File: src/rtl/fp_add_normalize.sv
// Floating-point add/subtract stage following operand alignment: one-cycle
// significand add, then a bit-serial normalization FSM behind a valid/ready handshake.
module fp_add_normalize #(
  parameter int E_WIDTH = 8,
  parameter int M_WIDTH = 23
) (
  input  logic               clk,
  input  logic               rst,
  input  logic               in_valid,
  output logic               in_ready,
  input  logic [M_WIDTH-1:0] align_A,
  input  logic [M_WIDTH-1:0] align_B,
  input  logic               add_sub,
  input  logic               sign_res,
  input  logic [E_WIDTH-1:0] exp_res,
  output logic               out_valid,
  input  logic               out_ready,
  output logic               sign_out,
  output logic [E_WIDTH-1:0] exp_out,
  output logic [M_WIDTH-1:0] mant_out,
  output logic               overflow,
  output logic               zero
);

  typedef enum logic [1:0] {IDLE, ADD, NORM, DONE} state_t;

  localparam logic [E_WIDTH:0] EXP_MAX = {1'b0, {E_WIDTH{1'b1}}};
  localparam logic [E_WIDTH:0] EXP_ONE = (E_WIDTH+1)'(1);

  state_t state, state_next;

  logic [M_WIDTH-1:0] a_q, b_q;
  logic               add_sub_q, sign_q;
  logic [E_WIDTH-1:0] exp_q;

  logic [M_WIDTH:0]   sum;
  logic [E_WIDTH:0]   e;
  logic               sign_w;

  logic               accept, a_lt_b;
  logic               sum_zero, carry, normed, uflow, norm_stop;
  logic [E_WIDTH:0]   e_inc;

  assign in_ready  = (state == IDLE);
  assign accept    = in_valid && in_ready;
  assign a_lt_b    = (a_q < b_q);
  assign sum_zero  = (sum == '0);
  assign carry     = sum[M_WIDTH];
  assign normed    = sum[M_WIDTH-1];
  assign uflow     = (e <= EXP_ONE);
  assign norm_stop = sum_zero || carry || normed || uflow;
  assign e_inc     = e + EXP_ONE;

  // NOTE: sequential state uses non-blocking (<=) so every flop samples
  // pre-edge values; blocking (=) here would create order-dependent races.
  always_ff @(posedge clk or negedge rst) begin
    if (!rst) state <= IDLE;
    else      state <= state_next;
  end

  // NOTE: state_next gets a default before the case so no path leaves it
  // unassigned, which would otherwise infer a latch.
  always_comb begin
    state_next = state;
    case (state)
      IDLE: if (accept)                 state_next = ADD;
      ADD:                              state_next = NORM;
      NORM: if (norm_stop)              state_next = DONE;
      DONE: if (out_valid && out_ready) state_next = IDLE;
      default:                          state_next = IDLE;
    endcase
  end

  // NOTE: the working registers are a handful of flops rather than a memory
  // array, so they share the async reset and an aborted operation leaves no residue.
  always_ff @(posedge clk or negedge rst) begin
    if (!rst) begin
      a_q       <= '0;
      b_q       <= '0;
      add_sub_q <= 1'b0;
      sign_q    <= 1'b0;
      exp_q     <= '0;
      sum       <= '0;
      e         <= '0;
      sign_w    <= 1'b0;
      out_valid <= 1'b0;
      sign_out  <= 1'b0;
      exp_out   <= '0;
      mant_out  <= '0;
      overflow  <= 1'b0;
      zero      <= 1'b0;
    end else begin
      case (state)
        IDLE: begin
          if (accept) begin
            a_q       <= align_A;
            b_q       <= align_B;
            add_sub_q <= add_sub;
            sign_q    <= sign_res;
            exp_q     <= exp_res;
          end
        end
        ADD: begin
          if (!add_sub_q)  sum <= {1'b0, a_q} + {1'b0, b_q};
          else if (a_lt_b) sum <= {1'b0, b_q} - {1'b0, a_q};
          else             sum <= {1'b0, a_q} - {1'b0, b_q};
          sign_w <= sign_q ^ (add_sub_q & a_lt_b);
          e      <= {1'b0, exp_q};
        end
        NORM: begin
          if (norm_stop) begin
            out_valid <= 1'b1;
            overflow  <= 1'b0;
            zero      <= 1'b0;
            sign_out  <= sign_w;
          end
          if (sum_zero) begin
            zero     <= 1'b1;
            sign_out <= 1'b0;
            exp_out  <= '0;
            mant_out <= '0;
          end else if (carry) begin
            // Carry out of the MSB: shift right once and bump the exponent.
            if (e_inc >= EXP_MAX) begin
              exp_out  <= '1;
              mant_out <= '0;
              overflow <= 1'b1;
            end else begin
              exp_out  <= e_inc[E_WIDTH-1:0];
              mant_out <= sum[M_WIDTH:1];
            end
          end else if (normed) begin
            exp_out  <= e[E_WIDTH-1:0];
            mant_out <= sum[M_WIDTH-1:0];
          end else if (uflow) begin
            exp_out  <= '0;
            mant_out <= sum[M_WIDTH-1:0];
          end else begin
            sum <= sum << 1;
            e   <= e - EXP_ONE;
          end
        end
        DONE: begin
          // Data outputs hold their last value; only valid and flags drop.
          if (out_ready) begin
            out_valid <= 1'b0;
            overflow  <= 1'b0;
            zero      <= 1'b0;
          end
        end
        default: ;
      endcase
    end
  end

endmodule

File: config.mk
export PLATFORM = sky130hd
export DESIGN_NAME = fp_add_normalize
export DESIGN_NICKNAME = d
export VERILOG_FILES = /design/src/rtl/fp_add_normalize.sv
export SDC_FILE = /design/constraint.sdc
export NUM_CORES = 1
export LEC_CHECK = 0
export CAP_MARGIN = 20
export CORE_AREA = 2 2 141 143
export DETAILED_ROUTE_END_ITERATION = 10
export DIE_AREA = 0 0 143 145
export PLACE_DENSITY_LB_ADDON = 0.12
export SLEW_MARGIN = 20
export SYNTH_ARGS = -nofsm -noshare
export SYNTH_HDL_FRONTEND = slang
export SYNTH_SLANG_ARGS = --single-unit
File: constraint.sdc
create_clock -name clk -period 3.5 [get_ports clk]
set_input_delay 1.05 -clock clk [delete_from_list [all_inputs] [get_ports clk]]
set_output_delay 1.05 -clock clk [all_outputs]
set_load 0.01 [all_outputs]
==> summary.md, run 1 <==
| Metric | Value |
|---|---|
| Status | finished, final reports clean |
| H-tree depth | 4 |
| Skew final | 0.0115 ns |
| Max-cap violations | 0 |
| Mux share of post-synthesis cell area | 9.99% |
| # diodes | 0 |
| Compound-Gate Fraction of Synth Area | 22.6% |
| Post-layout nets | 1314 |
| Fin worst setup slack | 0.0348 ns |
| Commonest non-fill, non-tap cell in the layout | dfrtp_1 |
| Fin. max-slew vios | 0 |
| Area Overhead vs Synth | 23.2% |
| Routed WL | 25.4 mm |
| Syn. warnings | 0 |
| Crit path DAT | 3.82 ns |
| Worst setup path class | flip-flop to flip-flop |
| Clock latency on the worst-skew pair | 0.43 ns |
| Die Y | 145 um |
| Chip width | 143 um |
| Clk sinks | 127 |
| Sequential-to-total area share from yosys stat | 33.7% |
| Top Ports | 96 |
| RSZ-0062 raised after global routing | yes |
| Worst-case clock buffer depth | 2 |
| Syn avg cell area | 8.87 um2 |
| Cts hold-fix bufs | 0 |
| Effective utilization at floorplan | 49.1% |
| Final period utilization | 99.0% |
| Endpoint type of the worst setup path | flip-flop |
| Critical path fanouts, max | 6 |
| Final Critical Period | 3.47 ns |
| First-pass GRT wire length | 41.1 mm |
| Final hold violations | 0 |
| Fmax | 0.289 GHz |
| Main combinational cell family by area after synthesis | compound AO/OA/AOI/OAI gates |
| CP required | 3.85 ns |
| Gr ovfl total | 0 |
| Initial antenna violation count | 0 |
| Routability cong. | 0.963 |
| Root Buffer | clkbuf_16 |
| CTS tree | done |
| Number of global-route vias before repair | 7942 |
| WL per Instance | 17.6 um |
| Most frequent cells in the layout | 127 x dfrtp_1, 94 x clkdlybuf4s50_1, 79 x ha_1, 78 x nand2_1, 77 x nor2_1 |
| Final setup viols | 0 |
| Via-to-Cell Ratio | 5.75 |
| Post-synthesis simple-gate area fraction | 14.4% |
| Synth Area in Adders | 11.3% |
| Post-DP HPWL | 18.9 mm |
| CTS buffer count | 17 |
| Number of cell rows | 51 |
| Yosys reg bits | 127 |
| Post-synth EDFFs | 0 |
| Crit start category | flip-flop |
| Post-synthesis cell area | 9430 um2 |
| Tightest Pin Transition | 0.726 ns |
| Place WS | 0.0395 ns |
| GR Util All Layers | 24.6% |
| Layout cell share with drive strength beyond 1 | 14.6% |
| Syn_nets | 1206 |
| Total die area | 20700 um2 |
| Clock transition at path regs | 0.06 ns |
| First-pass DRT Iterations | 6 |
| Syn Inst Count | 1063 |
| Core ar. | 19200 um2 |
| Max-slew headroom | 51.6% |
| Worst Hold Class | flip-flop to flip-flop |
| Top FF cell, synth | dfrtp_1 |
| Drt first-iter violations | 752 |
| Ys async rst share | 100% |
| Vias | 8332 |
| Largest net degree at the start of global routing | 82 |
| Port Buffer Count | 95 |
| DRC viols | 0 |
| Synth Area in XOR/XNOR | 2.60% |
| Detail Route Antenna Nets | 0 |
| Synth unique cells | 74 |
==> cell families after synthesis <==
group,Yosys count
mux,87
compound gates,321
xor+xnor,28
simple gates,286
buf+inv,131
fa+ha+maj,83
flops,127
==> final cells by class <==
| type | count | area (um2) |
|---|---|---|
| flip-flops and latches | 127 | 3180 |
| clock buffers | 20 | 467 |
| fillers | 1774 | 7590 |
| clock inverters | 11 | 130 |
| inverters | 69 | 259 |
| repair buffers | 151 | 1410 |
| well taps | 265 | 332 |
| multi-input cells | 805 | 5840 |
==> per-layer routing <==
layer | up-vias | global-route usage [%] | part of all wire, %
met3 | 40 | 4.13 | 5.2
met1 | 3970 | 35.4 | 47
met5 | - | 0 | 0
li1 | 4048 | - | -
met4 | 0 | 6.04 | 1.5
met2 | 274 | 38.4 | 46
==> final timing paths <==
kind | from | end | cells after the start | slack [ns]
hold / removal | exp_out[0] | exp_out[0] | 1 | 0.47
setup / recovery | a_q[0] | sum[21] | 15 | 0.03
hold reg to reg | exp_out[0] | exp_out[0] | 1 | 0.47
setup reg to reg | a_q[0] | sum[21] | 15 | 0.03
max in group asynchronous | rst | a_q[12] | 2 | 2.05
min in group asynchronous | rst | mant_out[5] | 1 | 0.61
==> worst max-delay path: stages (launching register included) <==
cell and delay (ns):
dfrtp_1 0.35, inv_1 0.05, ha_2 0.19, fa_2 0.35, nand2b_4 0.15, a2111o_1 0.49, a21oi_4 0.23, a21boi_4 0.10
o31ai_4 0.36, buf_4 0.18, buf_6 0.11, buf_4 0.11, a21oi_1 0.05, a22o_1 0.26, mux2_4 0.31, o21ai_2 0.10
==> what timing repair did <==
item | in CTS | in global routing
hold endpoints to repair | 0 | 0
setup endpoints to repair | 0 | 15
resized for setup | 0 | 29
setup buffers | 0 | 8
==> stage by stage <==
| step | area [um2] | utilization (%) | hold slack, ns | instances | setup TNS, ns |
|---|---|---|---|---|---|
| global placement | 10800 | 56.5 | 0.459 | 1409 | 0 |
| global route | 11600 | 60.5 | 0.497 | 1448 | -0.945 |
| floorplan | 9430 | - | 0.459 | 1063 | 0 |
| CTS | 11400 | 59.6 | 0.481 | 1440 | 0 |
| detailed placement | 10800 | 56.5 | 0.467 | 1409 | 0 |
| finish | 11600 | 60.5 | 0.473 | 1448 | 0 |
==> Yosys cell counts, types with 3 or more instances <==
cell	instances	area, um2
nand3_1	21	105
xnor2_1	18	158
o21bai_1	10	75.1
or3_1	6	37.5
clkbuf_1	54	203
ha_1	80	1000
a221oi_1	6	52.6
a21o_1	20	150
o22ai_1	4	25.0
o31ai_1	13	97.6
a211oi_1	9	67.6
o221ai_1	4	35.0
a22oi_1	15	113
nor4_1	8	50.1
fa_1	3	60.1
o211ai_1	7	52.6
nor2b_1	18	113
nand4_1	9	56.3
o21a_1	5	37.5
o311ai_0	5	43.8
nor2_1	77	289
a31oi_1	15	93.8
or2_2	5	31.3
mux2_2	57	642
nand2b_1	12	75.1
mux2i_1	30	300
o21ai_0	78	390
a211o_1	3	26.3
and2_1	4	25.0
xor2_1	10	87.6
a21oi_1	76	380
a22o_1	6	52.6
o31a_1	4	35.0
o2111ai_1	4	35.0
buf_2	5	25.0
dfrtp_1	127	3180
a221o_1	4	40.0
and3_1	7	43.8
nand3b_1	3	22.5
nand2_1	79	297
a2111oi_0	5	43.8
nor3_1	27	135
inv_1	66	248
a222oi_1	3	30.0
==> sequential cells by signal (all words and copies together) (netlist names) <==
register and count:
sign_out 1, sign_q 1, mant_out 23, zero 1, state 2, exp_out 8
sum 24, a_q 23, e 9, b_q 23, add_sub_q 1, sign_w 1
overflow 1, exp_q 8, out_valid 1
Power of run 1 is left out: the tool's default activity adds up to more than one toggle a clock period on the data nets, which glitch-free logic cannot reach.
==> run 2: changes to the inputs <==
clock period = 4.3 ns   (was 3.5 ns; I/O delays follow)
==> run 2 against run 1 <==
  * Clock skew shrank 0.0027 ns
  * Die area unchanged
  * Count of clock-buffer cells in the layout shrank 1
  * Critical path type unchanged
  * Critical endpoint is now sum[17]
==> summary.md, run 2 (synthesis gave the netlist of run 1 again) <==
| Metric | Value |
|---|---|
| Post-layout nets | 1277 |
| Core ar. | 19200 um2 |
| # diodes | 0 |
| Most frequent cells in the layout | 127 x dfrtp_1, 94 x clkdlybuf4s50_1, 80 x ha_1, 78 x o21ai_0 |
| Final period utilization | 89.7% |
| Clock transition at path regs | 0.06 ns |
| Layout cell share with drive strength beyond 1 | 10.8% |
| First-pass DRT Iterations | 5 |
| Tightest Pin Transition | 0.838 ns |
| Top Ports | 96 |
| Post-DP HPWL | 18.1 mm |
| Post-CTS Setup Repair Bufs | 0 |
| Detail Route Antenna Nets | 0 |
| CTS tree | done |
| Area Overhead vs Synth | 18.9% |
| Drt first-iter violations | 758 |
| GR Util All Layers | 24.1% |
| Critical Path Source | a_q[0] |
| Fin. max-slew vios | 0 |
| Cts hold-fix bufs | 0 |
| CTS buffer count | 17 |
| Max-cap violations | 0 |
| Number of global-route vias before repair | 7687 |
| Clock latency on the worst-skew pair | 0.43 ns |
| Initial antenna violation count | 0 |
| Total die area | 20700 um2 |
| Gr ovfl total | 0 |
| Root Buffer | clkbuf_16 |
| Port Buffer Count | 95 |
| Post-route core utilization | 58.4% |
| Endpoint type of the worst setup path | flip-flop |
| WHS | 0.473 ns |
| Die Y | 145 um |
| Reg-to-Reg Start | a_q[0] |
| Worst Hold Class | flip-flop to flip-flop |
| Final setup viols | 0 |
| Worst-case clock buffer depth | 2 |
| Skew final | 0.00873 ns |
| Routability cong. | 0.969 |
| Post_cts resized | 0 |
| Critical path fanouts, max | 18 |
| First-pass GRT wire length | 40.3 mm |
| Commonest non-fill, non-tap cell in the layout | dfrtp_1 |
| Max-slew headroom | 44.1% |
| Top reg by flops | sum |
| DRC viols | 0 |
| R2R setup slack | 0.44 ns |
| Fin Setup TNS | 0 ns |
| Fmax | 0.259 GHz |
| WL per Instance | 17.5 um |
| Vias | 8295 |
| Number of cell rows | 51 |
| Max reg flops | 24 |
| Final hold violations | 0 |
| Chip width | 143 um |
| Clk sinks | 127 |
| Via-to-Cell Ratio | 5.87 |
| Effective utilization at floorplan | 49.1% |
| CP required | 4.58 ns |
| Crit start category | flip-flop |
| RSZ-0062 raised after global routing | no |
| Crit path DAT | 4.14 ns |
| Status | finished, final reports clean |
| Final Critical Period | 3.86 ns |
| Routed WL | 24.7 mm |
| Largest net degree at the start of global routing | 128 |
| Worst setup path class | flip-flop to flip-flop |
| H-tree depth | 4 |
| Hold Path Origin | mant_out[4] |
## run 2: final cells by class
class | count | area [um2]
Multi-Input combinational cell | 805 | 5740
Clock inverter | 13 | 138
Tap cell | 265 | 332
Clock buffer | 19 | 443
Timing Repair Buffer | 114 | 1120
Inverter | 69 | 259
Sequential cell | 127 | 3180
Fill cell | 1756 | 8000
## run 2: path summary, 6_finish.rpt
| kind | to | cells past startpoint |
|---|---|---|
| max | sum[17] | 13 |
| min | mant_out[4] | 2 |
| max reg2reg | sum[17] | 13 |
| min reg2reg | mant_out[4] | 2 |
| max in group asynchronous | sum[5] | 2 |
| min in group asynchronous | mant_out[7] | 2 |
## run 2: metal layers
layer / GRT usage [%] / vias to the layer above / share of wire [%]
li1: - / 3982 / -
met1: 34.4 / 3965 / 47
met2: 38.1 / 312 / 46
met3: 4.16 / 36 / 5.1
met4: 5.94 / 0 / 1.7
met5: 0 / - / 0
## run 2: critical path, stage by stage, from the launching register on
cell and delay, ns:
dfrtp_1 0.39, inv_1 0.08, ha_1 0.24, fa_1 0.39, nand2b_1 0.19, a2111o_1 0.47, a21oi_4 0.19, a21boi_2 0.11
o31a_1 0.56, or3_1 0.45, o31ai_1 0.08, o211ai_1 0.15, a222oi_1 0.32, o31ai_1 0.12
## run 2: per-stage QoR
stage / area, um2 / cells / setup slack, ns
floorplan: 9430 / 1063 / 1.05
global placement: 10600 / 1380 / 0.599
detailed placement: 10600 / 1380 / 0.496
CTS: 11200 / 1412 / 0.465
global route: 11200 / 1412 / 0.219
finish: 11200 / 1412 / 0.444
Power of run 2 is left out for the same reason.
==> run 3: changes to the inputs <==
PLACE_DENSITY = 0.7   (was default)
PLACE_DENSITY_LB_ADDON = default   (was 0.12)
==> run 3 against run 2 <==
  * Worst setup slack gained 0.10 ns
  * Critical path depth is the same
  * Highest routed layer unchanged
  * Cell count shrank 0.21%
  * Sequential share of layout area shrank 0.13 points
  * Worst hold slack gained 0.0011 ns
  * Critical path type unchanged
  * Core utilization grew 0.27 points
  * First-iteration DRC count shrank 9.0%
  * Register-to-register slack gained 0.10 ns
  * Cell area grew 0.47%
  * Non-clock buffer count shrank 2
  * Die area is the same
==> summary.md, run 3 (synthesis gave the netlist of run 1 again) <==
| Metric | Value |
|---|---|
| M1 WL | 11.6 mm |
| CTS tree | done |
| H-tree depth | 4 |
| Max reg flops | 24 |
| Max-slew headroom | 46.6% |
| Reg-to-Reg Start | a_q[0] |
| Commonest non-fill, non-tap cell in the layout | dfrtp_1 |
| Tightest Pin Transition | 0.802 ns |
| Die Y | 145 um |
| Area Overhead vs Synth | 19.4% |
| CTS buffer count | 17 |
| Post-CTS Setup Repair Bufs | 0 |
| FF-to-FF End | sum[17] |
| GR Util All Layers | 24.7% |
| Status | finished, final reports clean |
| Vias | 8320 |
| Final period utilization | 87.4% |
| First-pass DRT Iterations | 6 |
| Most frequent cells in the layout | 127 x dfrtp_1, 94 x clkdlybuf4s50_1, 80 x ha_1, 78 x o21ai_0 |
| Fmax | 0.266 GHz |
| Hold depth | 1 |
| Area of placed instances | 10600 um2 |
| Final instance area | 11300 um2 |
| Metal3 WL | 1.13 mm |
| Crit start category | flip-flop |
| Fin. max-slew vios | 0 |
| Skew final | 0.00907 ns |
| Endpoint type of the worst setup path | flip-flop |
| Final Critical Period | 3.76 ns |
| Initial antenna violation count | 0 |
| R2R setup slack | 0.54 ns |
| Layout cell share with drive strength beyond 1 | 10.7% |
| Reg2reg path depth | 13 |
| Largest net degree at the start of global routing | 127 |
| Hold EP | exp_out[0] |
| Post_cts resized | 0 |
| Effective utilization at floorplan | 49.1% |
| Hold Path Origin | exp_out[0] |
| Fin Setup TNS | 0 ns |
| Total die area | 20700 um2 |
| Top Ports | 96 |
| Worst-case clock buffer depth | 2 |
| WL per Instance | 17.6 um |
| Chip width | 143 um |
| CP required | 4.59 ns |
| Drt first-iter violations | 690 |
| Root Buffer | clkbuf_16 |
| Clk sinks | 127 |
| Detail Route Antenna Nets | 0 |
| Post-DP HPWL | 18.0 mm |
| Max-cap violations | 0 |
| Crit path DAT | 4.05 ns |
| First-pass GRT wire length | 41.7 mm |
| # diodes | 0 |
| Clock transition at path regs | 0.07 ns |
| Uppermost layer routed | met4 |
| Cts hold-fix bufs | 0 |
| Gr ovfl total | 0 |
| DRC viols | 0 |
| Via-to-Cell Ratio | 5.90 |
| Number of cell rows | 51 |
| WHS | 0.474 ns |
| Post-layout nets | 1275 |
| Final hold violations | 0 |
| Port Buffer Count | 95 |
| RSZ-0062 raised after global routing | no |
| Critical path fanouts, max | 18 |
| Number of global-route vias before repair | 8082 |
| Routability cong. | 0.938 |
| Top reg by flops | sum |
| Worst Hold Class | flip-flop to flip-flop |
| Final setup viols | 0 |
| Met2 wire len | 11.7 mm |
| Routed WL | 24.8 mm |
| Worst setup path class | flip-flop to flip-flop |
| Core ar. | 19200 um2 |
| Clock latency on the worst-skew pair | 0.43 ns |
## run 3: changes by cell type in the layout (fill, tap and decap cells not counted), sizes merged
cell	previous run	this run
clkinv	8	5
bufinv	2	5
buf	20	18
clkinvlp	3	2
## run 3: per-layer routing
metal / up-vias / global-route usage [%]
li1: 3968 / -
met1: 4056 / 35.1
met2: 256 / 39.4
met3: 40 / 3.20
met4: 0 / 7.18
met5: - / 0
## run 3: stage by stage
step           setup slack, ns  util [%]  instances
6_report                 0.544      58.6       1409
5_1_grt                  0.164      58.6       1409
4_1_cts                  0.533      58.6       1409
3_5_place_dp             0.543      55.2       1378
3_3_place_gp             0.637      55.2       1378
2_1_floorplan             1.05         -       1063
## run 3: final cells by class
class	instances	area, um2
Fill cell	1766	7950
Multi-Input combinational cell	805	5740
Sequential cell	127	3180
Timing Repair Buffer	112	1090
Clock buffer	19	453
Tap cell	265	332
Inverter	69	259
Clock inverter	12	208
## run 3: worst max-delay path, stage by stage (launching register included)
cell      delay [ns]
dfrtp_1         0.38
inv_1           0.06
ha_1            0.22
fa_1            0.38
nand2b_1        0.19
a2111o_1        0.46
a21oi_4         0.18
a21boi_2        0.10
o31a_1          0.55
or3_1           0.44
o31ai_1         0.07
o211ai_1        0.15
a222oi_1        0.32
o31ai_1         0.12
## run 3: how the worst max path moves through the flow
stage	startpoint	endpoint	slack (ns)	cells after the start
3_5_place_dp	a_q[0]	sum[17]	0.54	13
3_3_place_gp	a_q[0]	sum[17]	0.64	13
2_1_floorplan	a_q[0]	sum[17]	1.05	14
4_1_cts	a_q[0]	sum[17]	0.53	13
6_report	a_q[0]	sum[17]	0.54	13
5_1_grt	a_q[5]	sum[17]	0.16	12
Power of run 3 is left out for the same reason.
==> RTL edit 1: new RTL, settings of run 1 <==
The 4 states of `state_t` get a one-hot encoding in 4 bits.
--- a/src/rtl/fp_add_normalize.sv
+++ b/src/rtl/fp_add_normalize.sv
@@ -22,7 +22,7 @@
   output logic               zero
 );
 
-  typedef enum logic [1:0] {IDLE, ADD, NORM, DONE} state_t;
+  typedef enum logic [3:0] {IDLE = 4'b0001, ADD = 4'b0010, NORM = 4'b0100, DONE = 4'b1000} state_t;
 
   localparam logic [E_WIDTH:0] EXP_MAX = {1'b0, {E_WIDTH{1'b1}}};
   localparam logic [E_WIDTH:0] EXP_ONE = (E_WIDTH+1)'(1);
Check against the original RTL: same outputs for any inputs over 4 cycles, from zero or initial values and one cycle with rst low; so few cycles prove little.
==> RTL edit 1 against run 1 <==
Synthesized area shrank 1.5%. Final area shrank 3.5%. Count of clock-buffer cells in the layout grew 1. Sequential cell count grew 2. Setup slack gained 0.16 ns. Routed wire length shrank 1.5%. First-iteration DRC count shrank 12%. Critical path type unchanged. Critical endpoint is now sum[15]$_DFFE_PN0P_.
==> RTL edit 1: results (changes against run 1) <==
* Status: complete, no violations
* Seq_cells at 129 (+1.6%)
* Met3 wire len at 1180 um (-11%)
* Crit-path max FO at 11 (+5)
* Non-clock buffer count at 122 (-19%)
* Yosys cell types at 86 (+16%)
* Max Clock Skew at 0.00898 ns (-0.00247 ns)
* Synth cell count leaders: 128 x dfrtp_1, 126 x nand2_1, 117 x o21ai_0, 83 x a21oi_1
* Slowest cell on crit path: ha_1
* Final nets at 1,317 (+0.23%)
* Layout cells sized above 1 at 9.08% (-5.5 points)
* Met3 Use GR at 3.17% (-0.96 points)
* Met2 WL at 11,600 um (-1.3%)
* Port buffer count at 95 (unchanged)
* Synth warnings at 0 (unchanged)
* First-pass GRT wire length at 41,700 um (+1.4%)
* R2R Setup Slk at 0.19 ns (+0.16 ns)
* Multi-input gate area at 5520 sq um (-5.5%)
* Drt first pass iters at 5 (-1)
* Post-synthesis sequential area ratio at 34.8% (+1.1 points)
* Largest net degree at the start of global routing at 58 (-29%)
* GP Congestion at 0.951 (-1.3%)
* Hold Crit Depth at 2 (+1)
* FF-to-FF path depth at 12 (-3)
* Mapped Nets at 1,237 (+2.6%)
* Non-clock inverters at 78 (+13%)
* CLK BUF at 21 (+5.0%)
* Pwr Total at 13.2 mW
* Non-clk buf share at 10.5% (-1.6 points)
* Clock-cell share at 5.82% (+0.68 points)
* Largest cells by area after synthesis: dfrtp_1 34%, ha_1 10%, o21ai_0 6.3%, nand2_1 5.1%, a21oi_1 4.5%
* M1 GR Usage at 36.1% (+0.74 points)
* #MultiIn Comb at 830 (+3.1%)
* Total GRT Usage at 24.9% (+0.30 points)
* Ys flop type: dfrtp_1
* Dpl hpwl at 19,000 um (+0.82%)
* CP Data Arrival Time at 3.59 ns (-0.23 ns)
* Fillers at 1,767 (-0.39%)
* Critical Path Start: a_q[4]$_DFFE_PN0P_
* Psw at approximately 6.4 mW
* Sequential share of cell area at 28.8% (+1.5 points)
* Number of DRC markers in iteration 0 at 661 (-12%)
* Slowest Stage Delay on Critical Path at 0.46 ns (-0.03 ns)
* Worst slew pin tran at 0.706 ns (-0.0203 ns)
* Reg-to-Reg End: sum[15]$_DFFE_PN0P_
* Met2 Usage GRT at 38.9% (+0.50 points)
* WL final at 25,100 um (-1.5%)
==> RTL edit 1: logic make-up (layout without fill, tap and decap cells) <==
| kind of cell | after synthesis | count (layout) | share of synthesized area, % |
|---|---|---|---|
| DFF | 129 | 129 | 34.8 |
| and+or+nand+nor | 316 | 316 | 15.9 |
| xor gates and xnor gates | 26 | 26 | 2.45 |
| AOI/OAI and AO/OA | 368 | 368 | 25.0 |
| buffers and inverters | 139 | 231 | 6.25 |
| muxes | 41 | 41 | 4.69 |
| adders and majority gates | 79 | 79 | 10.9 |
==> RTL edit 1: through the flow <==
stage	cell area (sq um)	cells	hold slack [ns]	setup slack, ns	util [%]
after global placement	10500	1424	0.453	0.0638	54.7
after floorplan	9290	1098	0.450	0.591	-
after global routing	11200	1455	0.504	0.00727	58.3
after detailed placement	10500	1424	0.456	0.0759	54.7
final	11200	1455	0.464	0.194	58.3
after CTS	11200	1455	0.470	0.0377	58.1
==> RTL edit 2: new RTL, flow settings as in run 1 <==
Without the edit above. The parameter `M_WIDTH` goes from 23 to 19.
--- a/src/rtl/fp_add_normalize.sv
+++ b/src/rtl/fp_add_normalize.sv
@@ -2,7 +2,7 @@
 // significand add, then a bit-serial normalization FSM behind a valid/ready handshake.
 module fp_add_normalize #(
   parameter int E_WIDTH = 8,
-  parameter int M_WIDTH = 23
+  parameter int M_WIDTH = 19
 ) (
   input  logic               clk,
   input  logic               rst,
Interface: changed (resized align_A, align_B and mant_out); port bits go from 96 to 84. No check against the original RTL was run, so the function may have changed too.
==> RTL edit 2 against run 1 <==
Die area unchanged. Routed wire length fell by 19%. Global-route usage down 4.2 points. Largest cell class unchanged. Synthesized area down 16%. Count of clock-buffer cells in the layout is 9 lower. Clock skew is 0.0012 ns lower. Highest routed layer unchanged. Synthesized cell count down 19%. Utilization is 11 points lower. Final area decreased by 18%. Sequential cell count fell by 16. Setup slack gained 0.11 ns.
Power is left out: the tool's default activity adds up to more than one toggle a clock period on the data nets, which glitch-free logic cannot reach.
==> RTL edit 2: results (changes against run 1) <==
* R2R Setup Slk at 0.15 ns (+0.11 ns)
* Post-synthesis adder-cell area fraction at 11.1% (-0.18 points)
* Tcrit/Tclk final at 95.8% (-3.2 points)
* Antenna viol nets, final at 0 (unchanged)
* Post-Place Worst Slack at 0.122 ns (+0.0821 ns)
* Layout cells sized above 1 at 13.5% (-1.1 points)
* Final nets at 1,072 (-18%)
* H-tree Lvls at 3 (-1)
* Max Clock Skew at 0.0102 ns (-0.00122 ns)
* Largest cells by area after synthesis: dfrtp_1 35%, ha_1 10%, mux2_2 7.3%, o21ai_0 4.2%, a21oi_1 3.9%
* Post-CTS sizing at 0 (unchanged)
* Max-slew headroom at 32.8% (-19 points)
* Drt first pass iters at 5 (-1)
* Postcts setup bufs at 0 (unchanged)
* Non-Filler Instances at 1,222 (-16%)
* Hold slack at 0.474 ns (+0.00124 ns)
* Port buffer count at 83 (-13%)
* Vias per inst at 5.49 (-4.7%)
* First-pass GRT wire length at 34,000 um (-17%)
* Synth warnings at 0 (unchanged)
* Number of global-route vias before repair at 6,445 (-19%)
* Async S/R FF share, synth at 100% (unchanged)
* M1 GR Usage at 30.1% (-5.2 points)
* Dpl hpwl at 15,800 um (-16%)
* Root Buffer Master: clkbuf_16
* Number of DRC markers in iteration 0 at 625 (-17%)
* Max reg flops at 20 (-17%)
* Synth cell count leaders: 111 x dfrtp_1, 72 x nand2_1, 67 x o21ai_0, 65 x ha_1, 62 x a21oi_1
* Met2 Usage GRT at 30.6% (-7.8 points)
* WL final at 20,700 um (-19%)
* Placed cell areas at 9170 sq um (-15%)
* Met3 Use GR at 3.66% (-0.46 points)
* Mapped Nets at 986 (-18%)
* GP Congestion at 0.894 (-7.2%)
* Most flops, register: sum
* CP Data Arrival Time at 3.57 ns (-0.25 ns)
* Status: complete, no violations
* Post-Synthesis Cells at 866 (-19%)
* Clock latency on the worst-skew pair at 0.36 ns (-0.07 ns)
* CTS max path bufs at 2 (unchanged)
* Synth Area in XOR/XNOR at 2.44% (-0.16 points)
* Inserted Diodes at 0 (unchanged)
* Largest net degree at the start of global routing at 50 (-39%)
* Clock transition at the registers of the reported paths at 0.08 ns (+0.02 ns)
* Post-synthesis sequential area ratio at 35.2% (+1.5 points)
* Initial antenna violation count at 0 (unchanged)
* Hold WC Path Type: flip-flop to flip-flop
* Mux cell area share after synthesis at 11.5% (+1.5 points)
* Yosys cell types at 71 (-4.1%)
* Total GRT Usage at 20.4% (-4.2 points)
* CTS Buf Count at 9 (-8)
* Crit-path max FO at 6 (unchanged)
* Compound-gate portion of the synthesized area at 20.6% (-1.9 points)
[RTL edit 2: cell types whose count changed after synthesis, moves of 9 or more]
cell and change:
dfrtp_1 -16, a21oi_1 -14, nor2_1 -28, clkbuf_1 -21
o21ai_0 -11, a21o_1 -13, a31oi_1 -9, ha_1 -15
[RTL edit 2: cell type report]
| type | instances | area, sq um |
|---|---|---|
| tap | 265 | 332 |
| fill | 1856 | 9740 |
| inverter | 63 | 236 |
| multi-input combinational | 647 | 4700 |
| clock inverter | 5 | 38.8 |
| clock buffer | 11 | 243 |
| sequential | 111 | 2780 |
| timing repair buffer | 120 | 1140 |
[RTL edit 2: critical path: stages (launching register included)]
cell,delay (ns)
dfrtp_1,0.39
inv_1,0.06
ha_1,0.30
buf_4,0.16
nor2b_1,0.13
o211ai_1,0.17
a21oi_1,0.13
o31ai_1,0.82
nor3_1,0.10
nor4b_1,0.45
o32a_1,0.25
xor2_1,0.17
a21oi_1,0.08
[RTL edit 2: routing by layer]
layer	share of wire, %	wire (um)
met4	1.6	333
met3	4.6	958
met5	0	0
met2	44	9210
met1	49	10200
[RTL edit 2: path summary, 6_finish.rpt]
| kind | startpoint | cells after the start | endpoint |
|---|---|---|---|
| max in group asynchronous | rst | 2 | add_sub_q$_DFFE_PN0P_ |
| worst max register to register | a_q[2]$_DFFE_PN0P_ | 12 | sum[18]$_DFFE_PN0P_ |
| min in group asynchronous | rst | 1 | mant_out[3]$_DFFE_PN0P_ |
| worst max-delay path | a_q[2]$_DFFE_PN0P_ | 12 | sum[18]$_DFFE_PN0P_ |
| worst min-delay path | exp_out[6]$_DFFE_PN0P_ | 2 | exp_out[6]$_DFFE_PN0P_ |
| worst min register to register | exp_out[6]$_DFFE_PN0P_ | 2 | exp_out[6]$_DFFE_PN0P_ |
